File: src/rtl/fifo_ext_if.sv
// Handshake bundle between a producer/consumer and fifo_ext.
// The master drives writes, pops, thresholds and control; the slave is the FIFO.
interface fifo_ext_if #(
    parameter int DATA_WIDTH    = 8,
    parameter int LOG_NUM_SLOTS = 4
);
    logic                     flush;
    logic [DATA_WIDTH-1:0]    data_write;
    logic                     write;
    logic                     full;
    logic                     almost_full;
    logic [DATA_WIDTH-1:0]    data_read;
    logic                     next_read;
    logic                     empty;
    logic                     almost_empty;
    logic [LOG_NUM_SLOTS:0]   af_level;
    logic [LOG_NUM_SLOTS:0]   ae_level;
    logic [LOG_NUM_SLOTS:0]   count;
    logic [LOG_NUM_SLOTS:0]   max_count;
    logic                     overflow;
    logic                     underflow;
    logic                     clear_stats;

    modport master (
        output flush, data_write, write, next_read, af_level, ae_level, clear_stats,
        input  full, almost_full, data_read, empty, almost_empty, count, max_count,
               overflow, underflow
    );

    modport slave (
        input  flush, data_write, write, next_read, af_level, ae_level, clear_stats,
        output full, almost_full, data_read, empty, almost_empty, count, max_count,
               overflow, underflow
    );
endinterface

File: src/rtl/fifo_ext.sv
// Single-clock FIFO with non-power-of-two depth, programmable almost-full/empty
// thresholds, occupancy and high-water reporting, flush and sticky error flags.
// Head data is combinational from memory; there is no write-to-read bypass.
module fifo_ext #(
    parameter int DATA_WIDTH    = 8,
    parameter int NUM_SLOTS     = 16,
    parameter int LOG_NUM_SLOTS = 4
) (
    input logic        clk,
    input logic        rst,
    fifo_ext_if.slave  bus
);
    localparam int CW = LOG_NUM_SLOTS + 1;

    logic [DATA_WIDTH-1:0]    mem [NUM_SLOTS];
    logic [LOG_NUM_SLOTS-1:0] rd_ptr;
    logic [LOG_NUM_SLOTS-1:0] wr_ptr;
    logic [CW-1:0]            count;
    logic [CW-1:0]            max_count;
    logic                     overflow;
    logic                     underflow;

    logic                     rd_acc;
    logic                     wr_acc;
    logic [CW-1:0]            count_next;
    logic [CW-1:0]            peak_next;
    logic [LOG_NUM_SLOTS-1:0] rd_ptr_inc;
    logic [LOG_NUM_SLOTS-1:0] wr_ptr_inc;

    // Status flags are pure decodes of the count register and thresholds.
    assign bus.empty        = (count == '0);
    assign bus.full         = (count == CW'(NUM_SLOTS));
    assign bus.almost_full  = (count >= bus.af_level);
    assign bus.almost_empty = (count <= bus.ae_level);
    assign bus.count        = count;
    assign bus.max_count    = max_count;
    assign bus.overflow     = overflow;
    assign bus.underflow    = underflow;
    assign bus.data_read    = mem[rd_ptr];

    // A write into a full FIFO is only safe when the head leaves in the same cycle.
    assign rd_acc = bus.next_read & ~bus.empty;
    assign wr_acc = bus.write & (~bus.full | rd_acc);

    // Pointer increment, occupancy update and running peak.
    always_comb begin
        rd_ptr_inc = (rd_ptr == LOG_NUM_SLOTS'(NUM_SLOTS - 1)) ? '0 : rd_ptr + 1'b1;
        wr_ptr_inc = (wr_ptr == LOG_NUM_SLOTS'(NUM_SLOTS - 1)) ? '0 : wr_ptr + 1'b1;
        count_next = count;
        case ({wr_acc, rd_acc})
            2'b10:   count_next = count + 1'b1;
            2'b01:   count_next = count - 1'b1;
            default: count_next = count;
        endcase
        peak_next = (count_next > max_count) ? count_next : max_count;
    end

    // Storage array, written only on accepted writes outside reset/flush.
    always_ff @(posedge clk) begin
        if (!rst && !bus.flush && wr_acc) begin
            mem[wr_ptr] <= bus.data_write;
        end
    end

    // Pointers, occupancy and sticky statistics; flush keeps the statistics.
    always_ff @(posedge clk) begin
        if (rst) begin
            rd_ptr    <= '0;
            wr_ptr    <= '0;
            count     <= '0;
            max_count <= '0;
            overflow  <= 1'b0;
            underflow <= 1'b0;
        end else if (bus.flush) begin
            rd_ptr <= '0;
            wr_ptr <= '0;
            count  <= '0;
        end else begin
            if (rd_acc) rd_ptr <= rd_ptr_inc;
            if (wr_acc) wr_ptr <= wr_ptr_inc;
            count     <= count_next;
            max_count <= bus.clear_stats ? count_next : peak_next;
            overflow  <= (bus.write & ~wr_acc) | (overflow & ~bus.clear_stats);
            underflow <= (bus.next_read & bus.empty) | (underflow & ~bus.clear_stats);
        end
    end
endmodule
File: src/flat_wrapper.sv
// flat-port wrapper written by rule: the top's interface ports become plain ports
module fifo_ext_flat 
#(
    parameter int DATA_WIDTH    = 8,
    parameter int NUM_SLOTS     = 16,
    parameter int LOG_NUM_SLOTS = 4
)
  (clk, rst, bus_flush, bus_data_write, bus_write, bus_next_read, bus_af_level, bus_ae_level, bus_clear_stats, bus_full, bus_almost_full, bus_data_read, bus_empty, bus_almost_empty, bus_count, bus_max_count, bus_overflow, bus_underflow);
  fifo_ext_if #(.DATA_WIDTH(DATA_WIDTH), .LOG_NUM_SLOTS(LOG_NUM_SLOTS)) bus_i ();
  input logic clk;
  input logic rst;
  input wire logic [$bits(bus_i.flush)-1:0] bus_flush;
  input wire logic [$bits(bus_i.data_write)-1:0] bus_data_write;
  input wire logic [$bits(bus_i.write)-1:0] bus_write;
  input wire logic [$bits(bus_i.next_read)-1:0] bus_next_read;
  input wire logic [$bits(bus_i.af_level)-1:0] bus_af_level;
  input wire logic [$bits(bus_i.ae_level)-1:0] bus_ae_level;
  input wire logic [$bits(bus_i.clear_stats)-1:0] bus_clear_stats;
  output wire logic [$bits(bus_i.full)-1:0] bus_full;
  output wire logic [$bits(bus_i.almost_full)-1:0] bus_almost_full;
  output wire logic [$bits(bus_i.data_read)-1:0] bus_data_read;
  output wire logic [$bits(bus_i.empty)-1:0] bus_empty;
  output wire logic [$bits(bus_i.almost_empty)-1:0] bus_almost_empty;
  output wire logic [$bits(bus_i.count)-1:0] bus_count;
  output wire logic [$bits(bus_i.max_count)-1:0] bus_max_count;
  output wire logic [$bits(bus_i.overflow)-1:0] bus_overflow;
  output wire logic [$bits(bus_i.underflow)-1:0] bus_underflow;
  assign bus_i.flush = bus_flush;
  assign bus_i.data_write = bus_data_write;
  assign bus_i.write = bus_write;
  assign bus_i.next_read = bus_next_read;
  assign bus_i.af_level = bus_af_level;
  assign bus_i.ae_level = bus_ae_level;
  assign bus_i.clear_stats = bus_clear_stats;
  assign bus_full = bus_i.full;
  assign bus_almost_full = bus_i.almost_full;
  assign bus_data_read = bus_i.data_read;
  assign bus_empty = bus_i.empty;
  assign bus_almost_empty = bus_i.almost_empty;
  assign bus_count = bus_i.count;
  assign bus_max_count = bus_i.max_count;
  assign bus_overflow = bus_i.overflow;
  assign bus_underflow = bus_i.underflow;
  fifo_ext #(.DATA_WIDTH(DATA_WIDTH), .NUM_SLOTS(NUM_SLOTS), .LOG_NUM_SLOTS(LOG_NUM_SLOTS)) u_core (.clk(clk), .rst(rst), .bus(bus_i));
endmodule
File: config.mk
export PLATFORM = sky130hd
export DESIGN_NAME = fifo_ext_flat
export DESIGN_NICKNAME = d
export VERILOG_FILES = /design/src/rtl/fifo_ext_if.sv /design/src/rtl/fifo_ext.sv /design/src/flat_wrapper.sv
export SDC_FILE = /design/constraint.sdc
export NUM_CORES = 1
export LEC_CHECK = 0
export BUFFER_PORTS_ARGS = -buffer_cell sky130_fd_sc_hd__buf_2
export CAP_MARGIN = 20
export CORE_UTILIZATION = 45
export CTS_CLUSTER_DIAMETER = 150
export CTS_CLUSTER_SIZE = 14
export DETAILED_ROUTE_END_ITERATION = 6
export PLACE_DENSITY = 0.61
export SYNTH_ARGS = -nofsm -noshare
export SYNTH_HDL_FRONTEND = slang
export SYNTH_SLANG_ARGS = --single-unit
export TNS_END_PERCENT = 100
File: constraint.sdc
create_clock -name clk -period 4.8 [get_ports clk]
set_input_delay 0.96 -clock clk [delete_from_list [all_inputs] [get_ports clk]]
set_output_delay 0.96 -clock clk [all_outputs]
set_load 0.005 [all_outputs]
==> impl.org, run 1 <==
** Min path
- Worst min-delay path category :: reg -> reg

** Floorplanning
- Initial core utilization :: 46.5%
- After floorplanning, the core was sized to cover 14000 µm².
- The die covers 14900 µm².
- Boundary Pins :: 48
- Measured along the y axis, the die boundary spans 122 µm.
- In this run the core area contains 43 standard-cell rows.
- The floorplan step set the die width to 122 µm.

** Timing
- Setup violations remaining at the end of the flow were counted as 0.
- Based on the critical path, the design can be clocked at up to 228 MHz.
- The final critical path takes up 91.3% of the cycle.
- Final Worst Setup Slack :: 418 ps
- Worst hold slack :: 506 ps
- In this run the tightest slew margin relative to its limit is 27.3%.
- Clock skew after layout :: 7.21 ps
- Transition at the pin with the smallest max-transition slack :: 1090 ps
- Total negative setup slack :: 0 ps
- Count of pins over their slew limit :: 0
- Count of final hold-check violations :: 0
- Min Tclk post-route :: 4380 ps

** Clocking
- Once the clock tree was built, the resizer swapped 0 gates to a different size.
- CTS built an H-tree with a depth of 4.
- The clock passes through at most 2 buffers.
- After clock tree synthesis, the flow added hold-fix buffers numbering 0.
- Clock tree from TritonCTS :: done
- After clock tree synthesis, the clock-pin slew on the worst setup and hold paths is 60 ps.
- The clock drives 152 sinks.
- Number of buffers inserted by post-CTS setup repair :: 0
- Clock latency on the worst-skew pair, taken at its later pin, is 420 ps.
- The root buffer cell chosen for the clock tree is clkbuf_16.
- Counting the buffers created by CTS gives 17.

** Logic synthesis
- Synthesized netlist net count :: 437
- Share of synthesized area occupied by flip-flops and latches :: 66.5%
- Synth async-reset ratio :: 0%
- The average instance in the mapped netlist occupies 16.7 µm².
- The cell area that synthesis handed to floorplanning was 6500 µm².
- Most instantiated flip-flop cell in the synthesis netlist :: edfxtp_1
- After synthesis the netlist holds a flip-flop and latch count of 152.
- Number of warning messages in the yosys log :: 0
- Counting distinct cell types in the post-synthesis netlist gives 49.
- Mapped Cells :: 389
- EDFF count, synth :: 128

** Global routing
- Remaining global-route overflow :: 0
- The number of antenna violations at the first check in global routing was 0.
- Vias in the first global route :: 3624
- The first global-routing pass estimated 20.2 mm of wire.
- Across every metal layer, demand over resource in global routing totals 19.3%.
- Entering global routing, the biggest net connects 33 pins.

** Placement
- Pre-CTS WS :: 386 ps
- Cell area after placement :: 6950 µm²
- Input and output buffers added on the ports amount to 47.
- Summed over all nets, the half-perimeter wirelength after detailed placement is 8.27 mm.
- Number of placed instances with taps included :: 606
- Routability cong. :: 0.797

** Pwr
- Peak ir drop on the vdd network :: 0.215 mV
- Leak Pwr :: 2.67 nW
- After layout, the design draws a total of 3.08 mW.
- Pwr Density :: 404 nW/µm²

** Status
- Status :: finished clean

** Final layout
- Share of final-layout standard cells stronger than drive strength 1 :: 30.7%
- Final cell utilization of the core :: 54.4%
- The sequential cells in the finished layout cover a total of 4330 µm².
- Once layout is complete, the cells apart from fillers number 640.
- Area of the multi-input gates :: 2030 µm²
- # fillers :: 1124
- Area added between synthesis and finish :: 17.1%
- The finished cells cover 7610 µm².
- Antenna diodes :: 0
- Number of nets in the finished design :: 495

** Routing
- In the final routed layout, each cell accounts on average for 20.5 µm.
- In this run the remaining antenna-violating nets after routing total 0.
- Detailed Routing Iterations Pass 1 :: 4
- The final layout contains routed wiring with a total length of 13.1 mm.
- The first routing iteration left 283 violations.
- Total number of vias :: 3541
- Vias per cell :: 5.53
- For this run, design rule violations remaining after detail routing come to 0.

** Critical path
- Setup crit end kind :: flip-flop
- Traced cell by cell, the critical path runs through or4_1, o21ai_4, nor2_1, fa_1, xnor2_1, nand3b_1, a21oi_1, a221oi_1, inv_1, ha_1, nand3_1, o21bai_1, a31oi_2, buf_4, nor2_1, a211oi_2.
- Master of the slowest instance on the critical path :: or4_1
- At the worst endpoint, the arrival time is 4730 ps.
- In this design, the stage delay of the slowest critical-path cell is 710 ps.
- Most common cell on crit path :: nor2_1
- In this run the worst path has a maximum fanout of 9.
- The critical path is of the reg -> reg type.
- Req. time, crit path :: 5140 ps
- Startpoint type of the worst setup path :: flip-flop

** Flow run
- Maxcap violations :: 0
-- flip-flops by register name, summed over array words and instances (netlist names), named ones only --
| name | flops |
|---|---|
| u_core.mem | 128 |
| u_core.bus.count | 5 |
| u_core.bus.max_count | 5 |
| u_core.rd_ptr | 4 |
| u_core.wr_ptr | 4 |
| u_core.bus.overflow | 1 |
| u_core.bus.underflow | 1 |
-- cells in the final DEF, fill, tap and decap left out, drive strengths merged, types with 2 or more instances in the layout --
| master | instances |
|---|---|
| a21o | 2 |
| o22ai | 2 |
| dfxtp | 24 |
| a31oi | 2 |
| bufinv | 4 |
| o21a | 4 |
| o21ai | 4 |
| ha | 23 |
| mux4 | 40 |
| nor2 | 41 |
| nand3 | 11 |
| a211oi | 5 |
| mux2i | 4 |
| nand2b | 8 |
| a32oi | 2 |
| inv | 28 |
| nor2b | 3 |
| a21oi | 11 |
| edfxtp | 128 |
| nand2 | 6 |
| nor3 | 5 |
| xnor2 | 4 |
| a22oi | 3 |
| and2 | 2 |
| clkinv | 3 |
| buf | 57 |
| clkbuf | 17 |
-- Yosys cell counts (2+ instances only) --
| cell type | count | area share (%) |
|---|---|---|
| buf_2 | 4 | 0.31 |
| clkbuf_1 | 8 | 0.46 |
| a21o_1 | 2 | 0.23 |
| a31oi_1 | 2 | 0.19 |
| inv_1 | 21 | 1.2 |
| a22oi_2 | 2 | 0.38 |
| xnor2_1 | 3 | 0.40 |
| nor3_1 | 5 | 0.38 |
| nand3_1 | 11 | 0.85 |
| and2_1 | 2 | 0.19 |
| nor2b_1 | 3 | 0.29 |
| dfxtp_1 | 24 | 7.4 |
| nand2b_1 | 8 | 0.77 |
| o21a_1 | 4 | 0.46 |
| a211oi_1 | 3 | 0.35 |
| nand2_1 | 6 | 0.35 |
| nor2_1 | 41 | 2.4 |
| buf_1 | 6 | 0.35 |
| ha_1 | 23 | 4.4 |
| a32oi_1 | 2 | 0.27 |
| a211oi_2 | 2 | 0.38 |
| mux4_2 | 40 | 14 |
| a21oi_1 | 11 | 0.85 |
| o22ai_1 | 2 | 0.19 |
| mux2i_1 | 2 | 0.31 |
| edfxtp_1 | 128 | 59 |
| o21ai_0 | 2 | 0.15 |
-- metal layers --
metal / GRT usage (%) / up-vias / routed length (µm)
met5: 0 / - / 0
met4: 8.08 / 0 / 186
met3: 3.60 / 15 / 593
met2: 31.2 / 77 / 6630
met1: 25.8 / 1811 / 5700
li1: - / 1638 / -
-- final cells by class --
cell class	instances	area share, %
clock buffer	17	5.59
clock inverter	15	2.79
inverter	21	1.04
multi-input combinational	198	26.7
sequential	152	56.8
tap	180	2.96
timing repair buffer	57	4.12
-- power breakdown --
group          switching (mW)  internal (mW)  leakage [nW]
registers              0.0152           1.44          1.35
clock network           0.547          0.884         0.313
logic                   0.103         0.0853          1.01
-- worst max-delay path: cells and delay by family (launching register included) --
family	cells	cell delay (ps)
simple gates	5	1150
xor+xnor	1	230
buf+inv	2	320
fa+ha+maj	2	730
flops	1	420
compound gates	6	1440
-- cells by family after synthesis --
family,after synthesis,share of synthesized area (%)
compound gates,41,4.70
xor+xnor,5,0.789
fa+ha+maj,24,4.73
buf+inv,39,2.33
flops,152,66.5
mux,45,15.0
simple gates,83,5.99
-- path summary, 6_finish.rpt --
kind / startpoint / endpoint / slack, ps / depth (start not counted)
setup / recovery: u_core.bus.count[2] / u_core.bus.max_count[3] / 420 / 16
hold / removal: u_core.bus.overflow / u_core.bus.overflow / 510 / 2
setup reg to reg: u_core.bus.count[2] / u_core.bus.max_count[3] / 420 / 16
hold reg to reg: u_core.bus.overflow / u_core.bus.overflow / 510 / 2
(Power assumes the default switching activity.)
==> run 2, diff against run 1 <==
BUFFER_PORTS_ARGS = -buffer_cell sky130_fd_sc_hd__buf_4   (was -buffer_cell sky130_fd_sc_hd__buf_2)
RECOVER_POWER = 25   (was default)
==> impl.org, run 2 (synthesis gave the netlist of run 1 again) <==
** Status
- The flow ran to the end, and the final reports show no timing, DRC or antenna violations.

** Pwr
- The static power due to leakage came to 2.62 nW (-2.1%).
- Net switching component of the power :: 0.631 mW (-5.1%)
- The power density of the placed cells came to 379 nW/µm² (-6.3%).
- The share of power burned in registers was 50.7% (+3.3 points).
- The combinational power share is 6.9% (+0.8 points).
- The fraction of power consumed by the clock network was 42.4% (-4.1 points).
- Peak ir drop on the vdd network :: 0.267 mV (+24%)
- The fraction of power spent switching nets came to 22.0% (+0.34 points).
- Internal power :: 2.24 mW (-7.0%)

** Critical path
- Setup crit end kind :: flip-flop
- Startpoint type of the worst setup path :: flip-flop
- The worst setup path is of the reg -> reg kind.
- Critical Path Source :: u_core.bus.count[2]
- Maximum fanout along the worst path :: 9 (unchanged)
- The required arrival time at the worst endpoint came to 5140 ps (about the same).
- R2R setup slack :: 410 ps (about the same)
- Crit Reg-Reg Endpoint :: u_core.bus.max_count[2]
- The number of cell instances on the worst register-to-register path was 16 (unchanged).
- Launch point of the worst reg-to-reg path :: u_core.bus.count[2]
- Arrival time of data at the critical path endpoint :: 4730 ps (about the same)

** Min path
- The hold-critical path depth is 2 (unchanged).
- Worst min-delay path category :: reg -> reg
- End of the worst hold path :: u_core.bus.overflow
- Min-delay src :: u_core.bus.overflow

** Timing
- Count of pins over their slew limit :: 0 (unchanged)
- The remaining max-slew budget at the tightest pin came to 28.3% (+0.94 points).
- Achievable clock frequency :: 228 MHz (-0.18%)
- Clock skew after layout :: 5.03 ps (-2.18 ps)
- The final number of setup-violating endpoints was 0 (unchanged).
- The total negative slack for setup checks is 0 ps (unchanged).
- Count of final hold-check violations :: 0 (unchanged)
- Min Tclk post-route :: 4390 ps (+8.00 ps)
- Setup repair after global routing left no endpoint under its margin.
- Final Worst Setup Slack :: 410 ps (-8.00 ps)
- Transition at the pin with the smallest max-transition slack :: 1070 ps (-14.0 ps)
- Ratio of final minimum period to clock period :: 91.5% (+0.17 points)

** Flow run
- Maxcap violations :: 0 (unchanged)

** Clocking
- Clock tree from TritonCTS :: done
- Clock tree synthesis selected as its root buffer the cell clkbuf_16.
- The clock insertion delay at the later pin of the skew report came to 420 ps (about the same).
- Sink Count :: 152 (unchanged)
- The post-CTS setup repair buffer count is 0 (unchanged).
- Post-CTS sizing :: 0 (unchanged)
- Maximum level of the CTS H-tree :: 4 (unchanged)
- The hold-fix buffer count after cts was 0 (unchanged).
- The total clock buffers created by CTS was 17 (unchanged).
- Bufs on Longest Clock Path :: 2 (unchanged)
- The clock input transition at the sequential cells of the worst setup and hold paths came to 60 ps (about the same).

** Final layout
- Top Registers :: u_core.mem (128), u_core.bus.count (5), u_core.bus.max_count (5)
- The area occupied by registers came to 4330 µm² (unchanged).
- Top library cells by usage in the layout, fill and taps aside :: edfxtp_1 (128), buf_4 (50), nor2_1 (41)
- Counting flops per register, the top entry is u_core.mem.
- Area of the multi-input gates :: 2030 µm² (-0.31%)
- Leaving out fill and tap cells, the most frequent cell in the layout is edfxtp_1.
- Antenna diodes :: 0 (unchanged)
- The share of layout cells above drive strength 1 was 27.5% (-3.2 points).
- Number of nets in the finished design :: 494 (-0.20%)
- From synthesis to final layout, the design area changed by 16.7%.
- The flip-flop count of the largest register after layout was 128 (unchanged).
- The layout filler cell count was 1155 (+2.8%).

** Global routing
- The wire length of the first global-routing pass came to 20.1 mm (-0.68%).
- The overall track demand over capacity in global routing came to 19.2% (-0.18 points).
- The remaining global-route overflow was 0 (unchanged).
- Vias in the first global route :: 3599 (-0.69%)
- Pin count of the biggest net entering global routing :: 20 (-39%)
- Number of antenna violations at the first check in global routing :: 0 (unchanged)

** Floorplanning
- The floorplan die area is 14900 µm² (unchanged).
- Vert. Die Dim :: 122 µm (unchanged)
- The top-level I/O count was 48 (unchanged).
- The floorplan row count is 43 (unchanged).
- Floorplan Core Area :: 14000 µm² (unchanged)
- Width of the die :: 122 µm (unchanged)
- Initial core utilization :: 46.5% (unchanged)

** Routing
- Number of design-rule violations left by the first detailed-router iteration :: 326 (+15%)
- Final routed DRC violation total :: 0 (unchanged)
- WL/cell :: 20.4 µm (-0.51%)
- Detailed Routing Iterations Pass 1 :: 4 (unchanged)
- The average via count per standard cell was 5.46 (-1.3%).
- Remaining antenna violation count after routing :: 0 (unchanged)
- The total via count in the routed design came to 3489 (-1.5%).
- The total wire length after detailed routing is 13.0 mm (-0.66%).

** Placement
- Pre-CTS WS :: 400 ps (+14.4 ps)
- Count of buffers from port buffering :: 47 (unchanged)
- The placer congestion estimate is 0.767 (-3.8%).
- Dpl hpwl :: 8.29 mm (+0.26%)
-- run 2: changes by cell type in the layout (fill, tap and decap cells not counted), sizes merged --
cell,change
inv,-5
clkinv,+6
buf,-7
clkbuf,+7
clkinvlp,+1
bufinv,-3
-- run 2: layout make-up --
class                           count  share of cell area, %
Sequential cell                   152                   57.0
Multi-Input combinational cell    198                   26.7
Clock buffer                       18                   5.65
Timing Repair Buffer               56                   5.24
Tap cell                          180                   2.97
Clock inverter                     14                   1.42
Inverter                           21                   1.04
-- run 2: how the worst max path moves through the flow --
stage / endpoint / slack, ps / depth (start not counted)
3_5_place_dp: u_core.bus.max_count[4] / 400 / 16
4_1_cts: u_core.bus.max_count[4] / 400 / 16
5_1_grt: u_core.bus.max_count[2] / 10 / 16
3_3_place_gp: u_core.bus.max_count[4] / 560 / 16
6_report: u_core.bus.max_count[2] / 410 / 16
2_1_floorplan: u_core.bus.max_count[1] / 620 / 15
-- run 2: stage by stage --
step	total power [mW]	util (%)	cell area, µm²	cells	hold WS (ps)
after floorplan	1.61	-	6500	389	473
after global placement	1.68	50.6	7080	607	474
after detailed placement	1.69	50.6	7080	607	477
after CTS	2.90	54.4	7610	639	492
after global routing	2.98	54.3	7590	639	539
final	2.88	54.3	7590	639	486
-- run 2: power by group through the flow --
stage / combinational [mW] / sequential (mW) / clock, mW
6_report: 0.200 / 1.46 / 1.22
5_1_grt: 0.225 / 1.46 / 1.29
4_1_cts: 0.205 / 1.46 / 1.24
3_5_place_dp: 0.205 / 1.48 / 0
3_3_place_gp: 0.199 / 1.48 / 0
2_1_floorplan: 0.123 / 1.48 / 0
-- run 2: worst max-delay path, stage by stage (launching register included) --
cell	delay [ps]
dfxtp_1	400
or4_1	710
o21ai_4	320
nor2_1	160
fa_1	420
xnor2_1	230
nand3b_1	150
a21oi_1	80
a221oi_1	380
inv_1	90
ha_1	290
nand3_1	90
o21bai_1	170
a31oi_1	370
buf_4	230
nor2_1	40
a211oi_1	180
-- run 2: metal layers --
metal / wire (µm) / track usage, %
met2: 6570 / 31.0
met1: 5450 / 25.1
met4: 80 / 7.47
met5: 0 / 0
met3: 925 / 4.45
==> run 3, diff against run 2 <==
ABC_AREA = 1   (was default)
==> impl.org, run 3 <==
** Routing
- Number of design-rule violations left by the first detailed-router iteration :: 269 (-17%)
- Met3 layer wire length in the routed design :: 547 µm (-41%)
- The remaining antenna violation count is 0 (unchanged).
- The routed length on met2 was 6.84 mm (+4.1%).
- The detailed-routing wirelength on met1 is 6.54 mm (+20%).
- The number of remaining DRC errors was 4 (+4).
- Total number of vias :: 4329 (+24%)
- The total wire length after detailed routing was 14.3 mm (+9.6%).
- Vias per cell :: 5.25 (-3.8%)
- The number of iterations in the first detailed-routing pass came to 7 (+3).
- The detailed router used layers up to and including met4.
- The mean routed wirelength per cell was 17.3 µm (-15%).

** Clocking
- The hold-fix buffer count after cts came to 0 (unchanged).
- Clock latency at the later pin of the worst-skew pair :: 430 ps (about the same)
- Bufs on Longest Clock Path :: 2 (unchanged)
- TritonCTS built the clock tree.
- Post-CTS sizing :: 0 (unchanged)
- CTS placed an instance of clkbuf_16 at the clock tree root.
- Number of buffers inserted by post-CTS setup repair :: 0 (unchanged)
- The CTS H-tree depth was 4 (unchanged).
- The total clock buffers created by CTS came to 17 (unchanged).
- The clock input transition at the sequential cells of the worst setup and hold paths was 60 ps (about the same).
- Sink Count :: 152 (unchanged)

** Logic synthesis
- Top-count cell post-synth :: edfxtp_1
- The area share of the leading cell type in the synthesized netlist came to 56.6% (-2.6 points).
- In the post-synthesis netlist, the biggest area contributors are edfxtp_1 (57%), dfxtp_1 (7.1%), mux2i_1 (4.7%).
- The number of nets in the synthesized netlist was 625 (+43%).
- EDFF count, synth :: 128 (unchanged)
- Synth top cells by count :: edfxtp_1 (128), inv_1 (79), nand2_1 (57)
- Of all cell types, the one taking the most synthesized area is edfxtp_1.
- The unique cell type count in the Yosys netlist is 34 (-31%).
- Synth async-reset ratio :: 0% (unchanged)
- Mean Syn Cell Area :: 11.8 µm² (-30%)
- The sequential fraction of the synthesis area came to 63.6% (-2.9 points).
- The cell count after synthesis came to 577 (+48%).
- The number of storage elements in the synthesis netlist came to 152 (unchanged).
- For this run, the leading register cell type out of synthesis is edfxtp_1.
- The number of warnings issued by yosys came to 0 (unchanged).
- The netlist area before placement came to 6800 µm² (+4.5%).

** Critical path
- The buffer and inverter count on the worst path was 6 (+4).
- The maximum cell stage delay along the critical path was 410 ps (-300 ps).
- Classification of the worst setup path :: reg -> reg
- The required arrival time at the worst endpoint came to 5130 ps (about the same).
- The critical path arrival is 3890 ps (-840 ps).
- STA classifies the critical path startpoint as a flip-flop.
- Maximum fanout along the worst path :: 7 (-2)
- Most common cell on crit path :: nand2_1
- Master of the slowest instance on the critical path :: fa_1
- Crit-path leading delay family :: simple AND/OR/NAND/NOR gates
- The worst setup path is captured at a flip-flop.

** Global routing
- The wire length of the first global-routing pass came to 22.8 mm (+14%).
- Tot GR Track Use :: 19.5% (+0.33 points)
- The maximum number of pins on one net before global-route repair is 77 (+290%).
- Number of antenna violations at the first check in global routing :: 0 (unchanged)
- Remaining global-route overflow :: 0 (unchanged)
- The number of global-route vias before repair came to 4294 (+19%).

** Final layout
- Final cell utilization of the core :: 53.8% (-0.43 points)
- Max FFs per register :: 128 (unchanged)
- The multi-input logic area came to 2060 µm² (+1.5%).
- Most common cell after layout, fill and taps aside :: edfxtp_1
- Top library cells by usage in the layout, fill and taps aside :: edfxtp_1 (128), inv_1 (79), nand2_1 (57)
- Relative to the synthesized area, the layout overhead comes to 16.0%.
- Sequential Area :: 4330 µm² (about the same)
- Top Registers :: u_core.mem (128), u_core.bus.count (5), u_core.bus.max_count (5)
- The share of layout cells above drive strength 1 was 15.6% (-12 points).
- Antenna diodes :: 0 (unchanged)
- Ranked by flip-flop count, first place goes to u_core.mem.
- The layout filler cell count came to 1279 (+11%).
- Number of nets in the finished design :: 675 (+37%)

** Flow run
- Maxcap violations :: 0 (unchanged)

** Timing
- The hold violation count in the final report is 0 (unchanged).
- The slew of the pin with the lowest slew margin came to 1000 ps (-72.3 ps).
- Min Tclk post-route :: 3570 ps (-824 ps)
- Count of pins over their slew limit :: 0 (unchanged)
- The final worst-path cycle share is 74.3% (-17 points).
- The clock tree skew after final layout came to 8.62 ps (+3.60 ps).
- The maximum frequency from static timing analysis is 280 MHz (+23%).
- Number of endpoints failing setup at the final stage :: 0 (unchanged)
- Setup repair after global routing left no endpoint under its margin.
- The total negative slack for setup checks came to 0 ps (unchanged).
- Slew margin rel. :: 33.1% (+4.8 points)

** Pwr
- The combinational power share came to 8.1% (+1.2 points).
- The fraction of power spent switching nets was 23.8% (+1.9 points).
- The internal portion of total power came to 2.28 mW (+1.8%).
- The fraction of power consumed by the clock network came to 43.0% (+0.6 points).
- Leak Pwr :: 2.99 nW (+14%)
- The share of power burned in registers is 48.9% (-1.8 points).
- The worst ir drop on vdd was 0.274 mV (+2.6%).
- The net switching power is 0.714 mW (+13%).
- The power density of the placed cells is 380 nW/µm² (+0.44%).

** Floorplanning
- Boundary Pins :: 48 (unchanged)
- The floorplan die area was 15600 µm² (+4.5%).
- The die width is 125 µm (+2.2%).
- The floorplan row count came to 44 (+2.3%).
- The area of the core came to 14600 µm² (+4.7%).
- Initial core utilization :: 46.4% (-0.073 points)
- Vert. Die Dim :: 125 µm (+2.2%)

** Status
- The checks that failed: design-rule violations.
- The flow ran to the end, but the final reports show violations.

** Placement
- Dpl hpwl :: 9.14 mm (+10%)
- Routability cong. :: 0.855 (+11%)
- The total of buffers placed on input and output ports is 47 (unchanged).

** Min path
- The worst hold path belongs to the class reg -> reg.
[run 3: power by group through the flow]
stage | Clock, mW | Sequential (mW) | Combinational [mW]
3_3_place_gp | 0 | 1.49 | 0.240
4_1_cts | 1.31 | 1.47 | 0.247
5_1_grt | 1.37 | 1.47 | 0.274
6_report | 1.29 | 1.47 | 0.244
3_5_place_dp | 0 | 1.49 | 0.246
2_1_floorplan | 0 | 1.49 | 0.154
[run 3: area by class of cell]
| type | instances | area share [%] |
|---|---|---|
| inverter | 81 | 3.86 |
| clock buffer | 18 | 5.57 |
| tap | 184 | 2.92 |
| multi-input combinational | 321 | 26.1 |
| clock inverter | 14 | 1.76 |
| sequential | 152 | 54.9 |
| timing repair buffer | 54 | 4.90 |
[run 3: worst reg2reg max path, delay by kind of cell, from the launching register on]
family          cells  cell delay [ps]
simple gates       14             1470
fa+ha+maj           2              710
buf+inv             6              520
compound gates      3              370
flops               1              380
[run 3: through the flow]
step	std cells	area [µm²]	setup slack, ps	hold WS, ps	power (mW)
2_1_floorplan	577	6800	1430	447	1.64
3_3_place_gp	791	7320	1070	477	1.73
5_1_grt	824	7880	921	513	3.11
3_5_place_dp	791	7320	949	473	1.74
6_report	824	7880	1230	489	3.00
4_1_cts	823	7890	1260	487	3.02
[run 3: path summary, 6_finish.rpt]
check                            from                 endpoint  slack [ps]  cells past startpoint
setup / recovery  u_core.bus.count[4]  u_core.bus.max_count[0]        1230                     25
setup reg to reg  u_core.bus.count[4]  u_core.bus.max_count[0]        1230                     25
hold reg to reg      u_core.rd_ptr[2]         u_core.rd_ptr[2]         490                      2
hold / removal       u_core.rd_ptr[2]         u_core.rd_ptr[2]         490                      2
[run 3: metal layers]
metal  global-route usage [%]  vias up
li1                         -     2143
met1                     23.7     2063
met2                     32.7       98
met3                     5.11       25
met4                     8.46        0
met5                        0        -
[run 3: logic make-up after synthesis]
kind of cell    after synthesis  synth area share [%]
simple gates                122                  8.67
xor+xnor                      4                 0.516
compound gates              139                  11.7
fa+ha+maj                    24                  4.53
mux                          32                  4.71
buf+inv                     104                  6.19
flops                       152                  63.6
